[config.mk]
export PLATFORM = sky130hd
export DESIGN_NAME = gf180mcu_fd_sc_mcu9t5v0__nchain_shift_tx
export DESIGN_NICKNAME = d
export VERILOG_FILES = /design/src/rtl/gf180mcu_fd_sc_mcu9t5v0__nchain_shift_tx.sv
export SDC_FILE = /design/constraint.sdc
export NUM_CORES = 1
export LEC_CHECK = 0
export BUFFER_PORTS_ARGS = -buffer_cell sky130_fd_sc_hd__buf_2
export CAP_MARGIN = 0
export CORE_ASPECT_RATIO = 1.4
export CORE_UTILIZATION = 45
export CTS_BUF_LIST = sky130_fd_sc_hd__clkbuf_8
export CTS_CLUSTER_SIZE = 20
export DETAILED_ROUTE_END_ITERATION = 10
export MAX_ROUTING_LAYER = met4
export PLACE_DENSITY = 0.66
export SYNTH_ARGS = -nofsm -noshare
export SYNTH_HDL_FRONTEND = slang
export SYNTH_SLANG_ARGS = --single-unit
[constraint.sdc]
create_clock -name CLK -period 2.1 [get_ports CLK]
set_clock_uncertainty 0.15 [all_clocks]
set_input_delay 0.105 -clock CLK [delete_from_list [all_inputs] [get_ports CLK]]
set_output_delay 0.105 -clock CLK [all_outputs]
set_load 0.02 [all_outputs]
[src/rtl/gf180mcu_fd_sc_mcu9t5v0__nchain_shift_tx.sv]
// Rising-edge serial driver/unloader for falling-edge flop chains: shifts a word out on SO
// under a SHIFT_EN window and captures the returning SI stream into a valid/ready word.
module gf180mcu_fd_sc_mcu9t5v0__nchain_shift_tx #(
  parameter int WIDTH      = 8,
  parameter bit LSB_FIRST  = 1'b1,
  parameter bit IDLE_LEVEL = 1'b0
) (
  input  logic             CLK,
  input  logic             RN,
  input  logic [WIDTH-1:0] IN_DATA,
  input  logic             IN_VALID,
  output logic             IN_READY,
  output logic             SO,
  output logic             SHIFT_EN,
  input  logic             SI,
  output logic [WIDTH-1:0] OUT_DATA,
  output logic             OUT_VALID,
  input  logic             OUT_READY,
  output logic             BUSY
);

  localparam int CW = $clog2(WIDTH + 1);
  localparam logic [CW-1:0] CNT_LAST = CW'(WIDTH - 1);

  typedef enum logic [1:0] {
    ST_IDLE  = 2'd0,
    ST_SHIFT = 2'd1,
    ST_HOLD  = 2'd2
  } state_t;

  state_t           state_q, state_d;
  logic [WIDTH-1:0] shift_q, shift_d;
  logic [WIDTH-1:0] cap_q, cap_d;
  logic [WIDTH-1:0] out_data_q, out_data_d;
  logic [CW-1:0]    cnt_q, cnt_d;
  logic             so_q, so_d;
  logic             shift_en_q, shift_en_d;
  logic             out_valid_q, out_valid_d;
  logic [WIDTH-1:0] shift_adv_s;
  logic [CW-1:0]    cap_idx_s;

  function automatic logic first_bit(input logic [WIDTH-1:0] w);
    return LSB_FIRST ? w[0] : w[WIDTH-1];
  endfunction

  // The bit to transmit next always sits at the outgoing end of the shift register.
  assign shift_adv_s = LSB_FIRST ? (shift_q >> 1) : (shift_q << 1);
  assign cap_idx_s   = LSB_FIRST ? cnt_q : (CNT_LAST - cnt_q);

  // Next-state and datapath decode.
  always_comb begin
    state_d     = state_q;
    shift_d     = shift_q;
    cap_d       = cap_q;
    out_data_d  = out_data_q;
    cnt_d       = cnt_q;
    so_d        = so_q;
    shift_en_d  = shift_en_q;
    out_valid_d = out_valid_q;
    case (state_q)
      ST_IDLE: begin
        if (IN_VALID) begin
          shift_d    = IN_DATA;
          so_d       = first_bit(IN_DATA);
          shift_en_d = 1'b1;
          cnt_d      = {CW{1'b0}};
          state_d    = ST_SHIFT;
        end else begin
          so_d       = IDLE_LEVEL;
          shift_en_d = 1'b0;
        end
      end
      ST_SHIFT: begin
        // SI seen at this edge was launched one edge earlier and belongs to slot cnt_q.
        for (int i = 0; i < WIDTH; i++) begin
          cap_d[i] = (cap_idx_s == CW'(i)) ? SI : cap_q[i];
        end
        cnt_d = cnt_q + CW'(1);
        if (cnt_q == CNT_LAST) begin
          shift_en_d  = 1'b0;
          so_d        = IDLE_LEVEL;
          out_data_d  = cap_d;
          out_valid_d = 1'b1;
          state_d     = ST_HOLD;
        end else begin
          shift_d = shift_adv_s;
          so_d    = first_bit(shift_adv_s);
        end
      end
      ST_HOLD: begin
        if (OUT_READY) begin
          out_valid_d = 1'b0;
          state_d     = ST_IDLE;
        end else begin
          out_valid_d = 1'b1;
        end
      end
      default: begin
        state_d     = ST_IDLE;
        so_d        = IDLE_LEVEL;
        shift_en_d  = 1'b0;
        out_valid_d = 1'b0;
      end
    endcase
  end

  // State and output registers.
  always_ff @(posedge CLK or negedge RN) begin
    if (!RN) begin
      state_q     <= ST_IDLE;
      shift_q     <= {WIDTH{1'b0}};
      cap_q       <= {WIDTH{1'b0}};
      out_data_q  <= {WIDTH{1'b0}};
      cnt_q       <= {CW{1'b0}};
      so_q        <= IDLE_LEVEL;
      shift_en_q  <= 1'b0;
      out_valid_q <= 1'b0;
    end else begin
      state_q     <= state_d;
      shift_q     <= shift_d;
      cap_q       <= cap_d;
      out_data_q  <= out_data_d;
      cnt_q       <= cnt_d;
      so_q        <= so_d;
      shift_en_q  <= shift_en_d;
      out_valid_q <= out_valid_d;
    end
  end

  assign SO        = so_q;
  assign SHIFT_EN  = shift_en_q;
  assign OUT_DATA  = out_data_q;
  assign OUT_VALID = out_valid_q;
  assign IN_READY  = (state_q == ST_IDLE);
  assign BUSY      = (state_q != ST_IDLE);

endmodule

=== After elaboration in Yosys (flattened, before gate mapping) ===
Index checks and enable logic that the tools add are counted.
Widths: inputs -> output; s select.

* Output and inout port bits: 13
* Input bits: 13
* Logic and storage cells: 60
* Register bits: 33

* $add $sub $neg: 1
* Bitwise logic cells: 2
* Eq/ne operators: 13
* Muxes and demuxes: 26
* Reduce and logical (&&, ||, !) cells: 10

{| class="wikitable"
|+ Operators with widths
! operator !! number
|-
| $eq 4x3->1 const B || 4
|-
| $mux 8 || 2
|-
| $pmux 8 s2 || 1
|-
| $mux 1 || 14
|-
| $pmux 1 s3 || 3
|-
| $eq 4x2->1 const B || 2
|-
| $ne 2x2->1 const B || 4
|-
| $pmux 4 s2 || 1
|-
| $reduce_and 2->1 || 4
|-
| $mux 2 || 3
|-
| $pmux 2 s3 || 1
|-
| $reduce_and 3->1 || 2
|-
| $add 4x1->4 const B || 1
|-
| $eq 4x1->1 const B || 1
|-
| $logic_not 4->1 || 1
|-
| $mux 4 || 1
|-
| $reduce_bool 2->1 || 2
|-
| $eq 2x1->1 const B || 1
|-
| $eq 2x2->1 const B || 1
|-
| $logic_not 2->1 || 1
|-
| $not 1->1 || 2
|}

=== Logic depth before layout (Yosys ltp) ===
* Depth after elaboration: 3
* Mapped depth: 8
* Mapped depth without buffers: 5

=== Worst setup path before layout ===
Ideal clock, no wire load.

* Path type: reg2reg
* Start: register state_q[0]
* End: register shift_q[1]
* Cell stages (with the launch flop): 7
* Arrival: 1672 ps
* Setup time: 125 ps
* Path buffers: 1
* Required time: 1825 ps
* Period minus slack after synthesis: 1947 ps
* Slack: 153 ps
* Path through: dfrtp_1 inv_1 ha_1 buf_2 nor2_1 nor3_4 mux2_2

* Word-level cells in the longest chain between the ends: 3
* Elaborated cells on any way between the ends: 7
* Those cells by class: eq/ne: 3; mux: 1; reduce/logical: 3

{| class="wikitable"
|+ RTL lines
! element !! line !! source
|-
| start, declared || 31 || <nowiki>state_t state_q, state_d;</nowiki>
|-
| start signal, assigned || 119 || <nowiki>state_q <= state_d;</nowiki>
|-
| $logic_not 2->1 * || n/a ||
|-
| via IN_READY || 12 || <nowiki>output logic IN_READY,</nowiki>
|-
| $ne 2x2->1 (no source line) / $reduce_bool 2->1 (equally long branches) || n/a ||
|-
| $reduce_and 3->1 (no source line) || n/a ||
|-
| end signal, assigned || 111 || <nowiki>shift_q <= {WIDTH{1'b0}};</nowiki>
|-
| end signal, assigned || 120 || <nowiki>shift_q <= shift_d;</nowiki>
|-
| end, declared || 32 || <nowiki>logic [WIDTH-1:0] shift_q, shift_d;</nowiki>
|}

The timed path passes the listed nets; every way through them passes the cells marked *.
A chain may end at the register's enable or synchronous reset.

=== Final worst setup path ===
* Start: register cnt_q[0] (netlist: cap_idx_s[0])
* End: register shift_q[6]

* Word-level cells in the longest chain between the ends: 3

{| class="wikitable"
|+ RTL lines
! element !! line !! source
|-
| start, declared || 35 || <nowiki>logic [CW-1:0] cnt_q, cnt_d;</nowiki>
|-
| start signal, assigned || 114 || <nowiki>cnt_q <= {CW{1'b0}};</nowiki>
|-
| start signal, assigned || 123 || <nowiki>cnt_q <= cnt_d;</nowiki>
|-
| $eq 4x3->1 || 79 || <nowiki>if (cnt_q == CNT_LAST) begin</nowiki>
|-
| $ne 2x2->1 (no source line) || n/a ||
|-
| $reduce_and 3->1 (no source line) || n/a ||
|}

Every way passes these cells.

==> summary.txt <==
Power
  • Share of power burned in registers: 36.7%
  • Pwr Density: 1290 nW/µm²
  • Worst vdd ir: 844 µV
  • Final Power: 2.51 mW
  • Internal: 1.60 mW
  • Sw Pwr: 918 µW
  • Switching share of power: ~37%
  • Clock power frac: 18.8%
  • Combinational fraction of design power: 44.5%
  • Pleak: roughly 0.91 nW

Yosys
  • Yosys warns: 0
  • Sequential area share after synthesis: around 46%
  • Synth Area in Adders: 5.22%
  • Mapped Avg Cell Area: roughly 11 µm²
  • Synth Area in Compound Gates: between 10% and 20%
  • Top_reg_cell synth: dfrtp_1
  • Post-Synth Simple-Gate Area: 15.0%
  • Ys async rst share: 100%
  • Synth Area in XOR/XNOR: 0%
  • Post-synth EDFFs: 0
  • Post-synthesis net count: 178
  • Mux cell area share after synthesis: a little over an eighth
  • Mapped Area: 1680 µm²
  • Post-synth top area cell: dfrtp_1
  • Post-synth top area share: between 40% and 50%
  • Area contributors post-synth: dfrtp_1 46%, mux2_2 13%, ha_1 5.2%
  • FF+latch count, synth: 31
  • Cells after synthesis: 158
  • Library cells used by synthesis: 36
  • Largest family of logic cells by synthesized area: simple AND/OR/NAND/NOR gates

Critical path
  • Setup Crit Path Kind: register to register
  • Worst path cell trace: ha_1 -> and4b_1 -> nor3_4 -> mux2_2
  • Critical Path AT: 1980 ps
  • Setup crit start kind: register
  • CP max FO: 7
  • Crit end category: register
  • Max stage delay on crit path: around 460 ps
  • CP max-delay cell: dfrtp_1
  • Required time of the critical path: roughly 2100 ps

Clock network
  • Reg clk slew, reported paths: 60 ps
  • Longest Clk Path Bufs: 2
  • Worst skew pair latency: 280 ps
  • CTS tree: done
  • Sink Count: 31
  • Post-CTS Setup Inserts: 0
  • CTS H-Tree Depth: 2
  • CTS root buffer: clkbuf_8
  • Cts bufs inserted: 5

Finish
  • Final Util: between 50 and 60%
  • Area Growth Syn to Fin: 16.5%
  • # nets final: 208
  • Share of cells above drive strength 1: between 30% and 40%
  • Non-Filler Instances: 228
  • Design area: 1950 µm²
  • Antenna diode count: 0

GRT
  • First-pass GRT wire length: 5.67 mm
  • Largest net degree at the start of global routing: 32
  • M2 GR Usage: 37.2%
  • Global route total overflow: 0
  • Met1 usage: 20.6%
  • Vias in the first global route: 1,286
  • Met3 usage: ~5.5%
  • Top Usage Layer GRT: met2
  • Initial antenna violation count: 0
  • Total track usage: about a fifth

Route
  • 1st-iter DRT viols: 37
  • DR WL/cell: 14.8 µm
  • Total Wirelength: 3.38 mm
  • Drc violations: 0
  • ANT nets after route: 0
  • Drt first pass iters: 4
  • Via count: 1,270
  • Avg Vias per Cell: 5.57

Timing
  • Crit share post-route: 93.9%
  • Final Hold Fails: 0
  • Worst Tran Pin Value: 677 ps
  • Setup_tns: 0 ps
  • Peak Freq: between 0.5 and 0.6 GHz
  • Rel. slew slack: 54.9%
  • Setup violators final: 0
  • PnR worst setup slack: 127 ps
  • Hold Slack: 26.1 ps
  • Slew Limit Fails: 0
  • RSZ-0062 raised after global routing: false
  • Clock period minus worst slack: between 1500 and 2000 ps

Floorplanning
  • Die area: about 4000 µm²
  • # rows: 25
  • Core ar.: 3470 µm²
  • Initial Util: between 40% and 50%
  • I/O Pins: 26
  • Die height: 74.3 µm
  • Die width: about 54 µm

Status
  • Status: finished, final reports clean

Place
  • Placed cells: 218
  • Pre-CTS setup slack: around 130 ps
  • Post-DP HPWL: 2.42 mm
  • Placer Congestion: 0.805
  • Placed Area: 1830 µm²
  • PortBufs: 25

Run
  • Max-cap violation count: 0

Hold path
  • Hold Path Class: input pin to register
[cell families (layout without fill, tap and decap cells)]
group           after synthesis  in the layout
compound gates               33             33
fa+ha+maj                     7              7
buf+inv                      22             52
flops                        31             31
mux                          20             20
simple gates                 45             45
[state kept, by name, summed over array words and instances (netlist names)]
name       cells
OUT_DATA       8
OUT_VALID      1
SHIFT_EN       1
SO             1
cap_idx_s      4
cap_q          7
shift_q        7
state_q        2
[worst paths after layout]
check / slack [ps] / endpoint / start / cells past startpoint
worst max register to register: 130 / shift_q[6] / cap_idx_s[0] / 4
worst min-delay path: 30 / SO / IN_DATA[0] / 3
worst min register to register: 330 / OUT_DATA[3] / cap_q[3] / 2
worst max-delay path: 130 / shift_q[6] / cap_idx_s[0] / 4
max in group asynchronous: 1110 / SO / RN / 2
min in group asynchronous: 240 / OUT_DATA[1] / RN / 2
[power groups by stage]
stage,clock (mW),combinational [mW],sequential (mW)
detailed placement,0,1.11,0.937
CTS,0.486,1.12,0.926
global placement,0,1.07,0.918
finish,0.472,1.12,0.923
floorplan,0,0.840,0.939
global route,0.509,1.25,0.949
[routing by layer]
layer  vias to the layer above  part of all wire [%]
met3                         7                   4.4
met5                         -                     0
li1                        615                     -
met4                         0                   1.7
met1                       614                    38
met2                        34                    55
[cells in the final DEF (no fill, tap or decap), types with 2 or more instances in the layout]
master,synthesis,layout
o31ai_1,3,3
buf_4,3,5
buf_2,5,25
dfrtp_1,31,31
ha_1,7,6
a31o_2,4,4
a21boi_0,3,3
a211o_1,2,2
o311ai_0,2,2
mux2_2,19,19
nor4b_1,3,3
nand2_1,15,15
o22a_1,3,3
nand3b_1,2,2
a21oi_1,8,8
inv_1,12,12
clkbuf_8,0,6
nor2_1,9,9
o21ai_0,4,4
nor2b_1,2,2
dlygate4sd3_1,0,3
nand3_1,5,5
[synth_stat cells, drive strengths merged, types with 2 or more instances]
master / n
a211o: 2
a21boi: 3
a21oi: 8
a31o: 4
buf: 9
dfrtp: 31
ha: 7
inv: 12
mux2: 19
nand2: 15
nand3: 5
nand3b: 2
nor2: 9
nor2b: 3
nor3: 2
nor4b: 3
o21ai: 4
o22a: 3
o311ai: 2
o31ai: 3
[what timing repair did]
item                       4_1_cts  5_1_grt
resized for setup                0        2
hold buffers                     3        0
hold endpoints to repair        33        0
setup endpoints to repair        0        4
[area by class of cell]
type,instances,area [µm²]
Inverter,12,45.0
Tap cell,40,50.0
Clock buffer,6,82.6
Multi-Input combinational cell,105,803
Sequential cell,31,776
Timing Repair Buffer,33,193
Fill cell,323,1520
Clock inverter,1,5.00
[worst max-delay path: cells and delay by family (launching register included)]
| family | cells | cell delay (ps) |
|---|---|---|
| AND/OR/NAND/NOR | 2 | 540 |
| multiplexers | 1 | 380 |
| flip-flops | 1 | 460 |
| adder cells (fa/ha/maj) | 1 | 330 |
No activity file was read; power rests on OpenSTA's default activity.
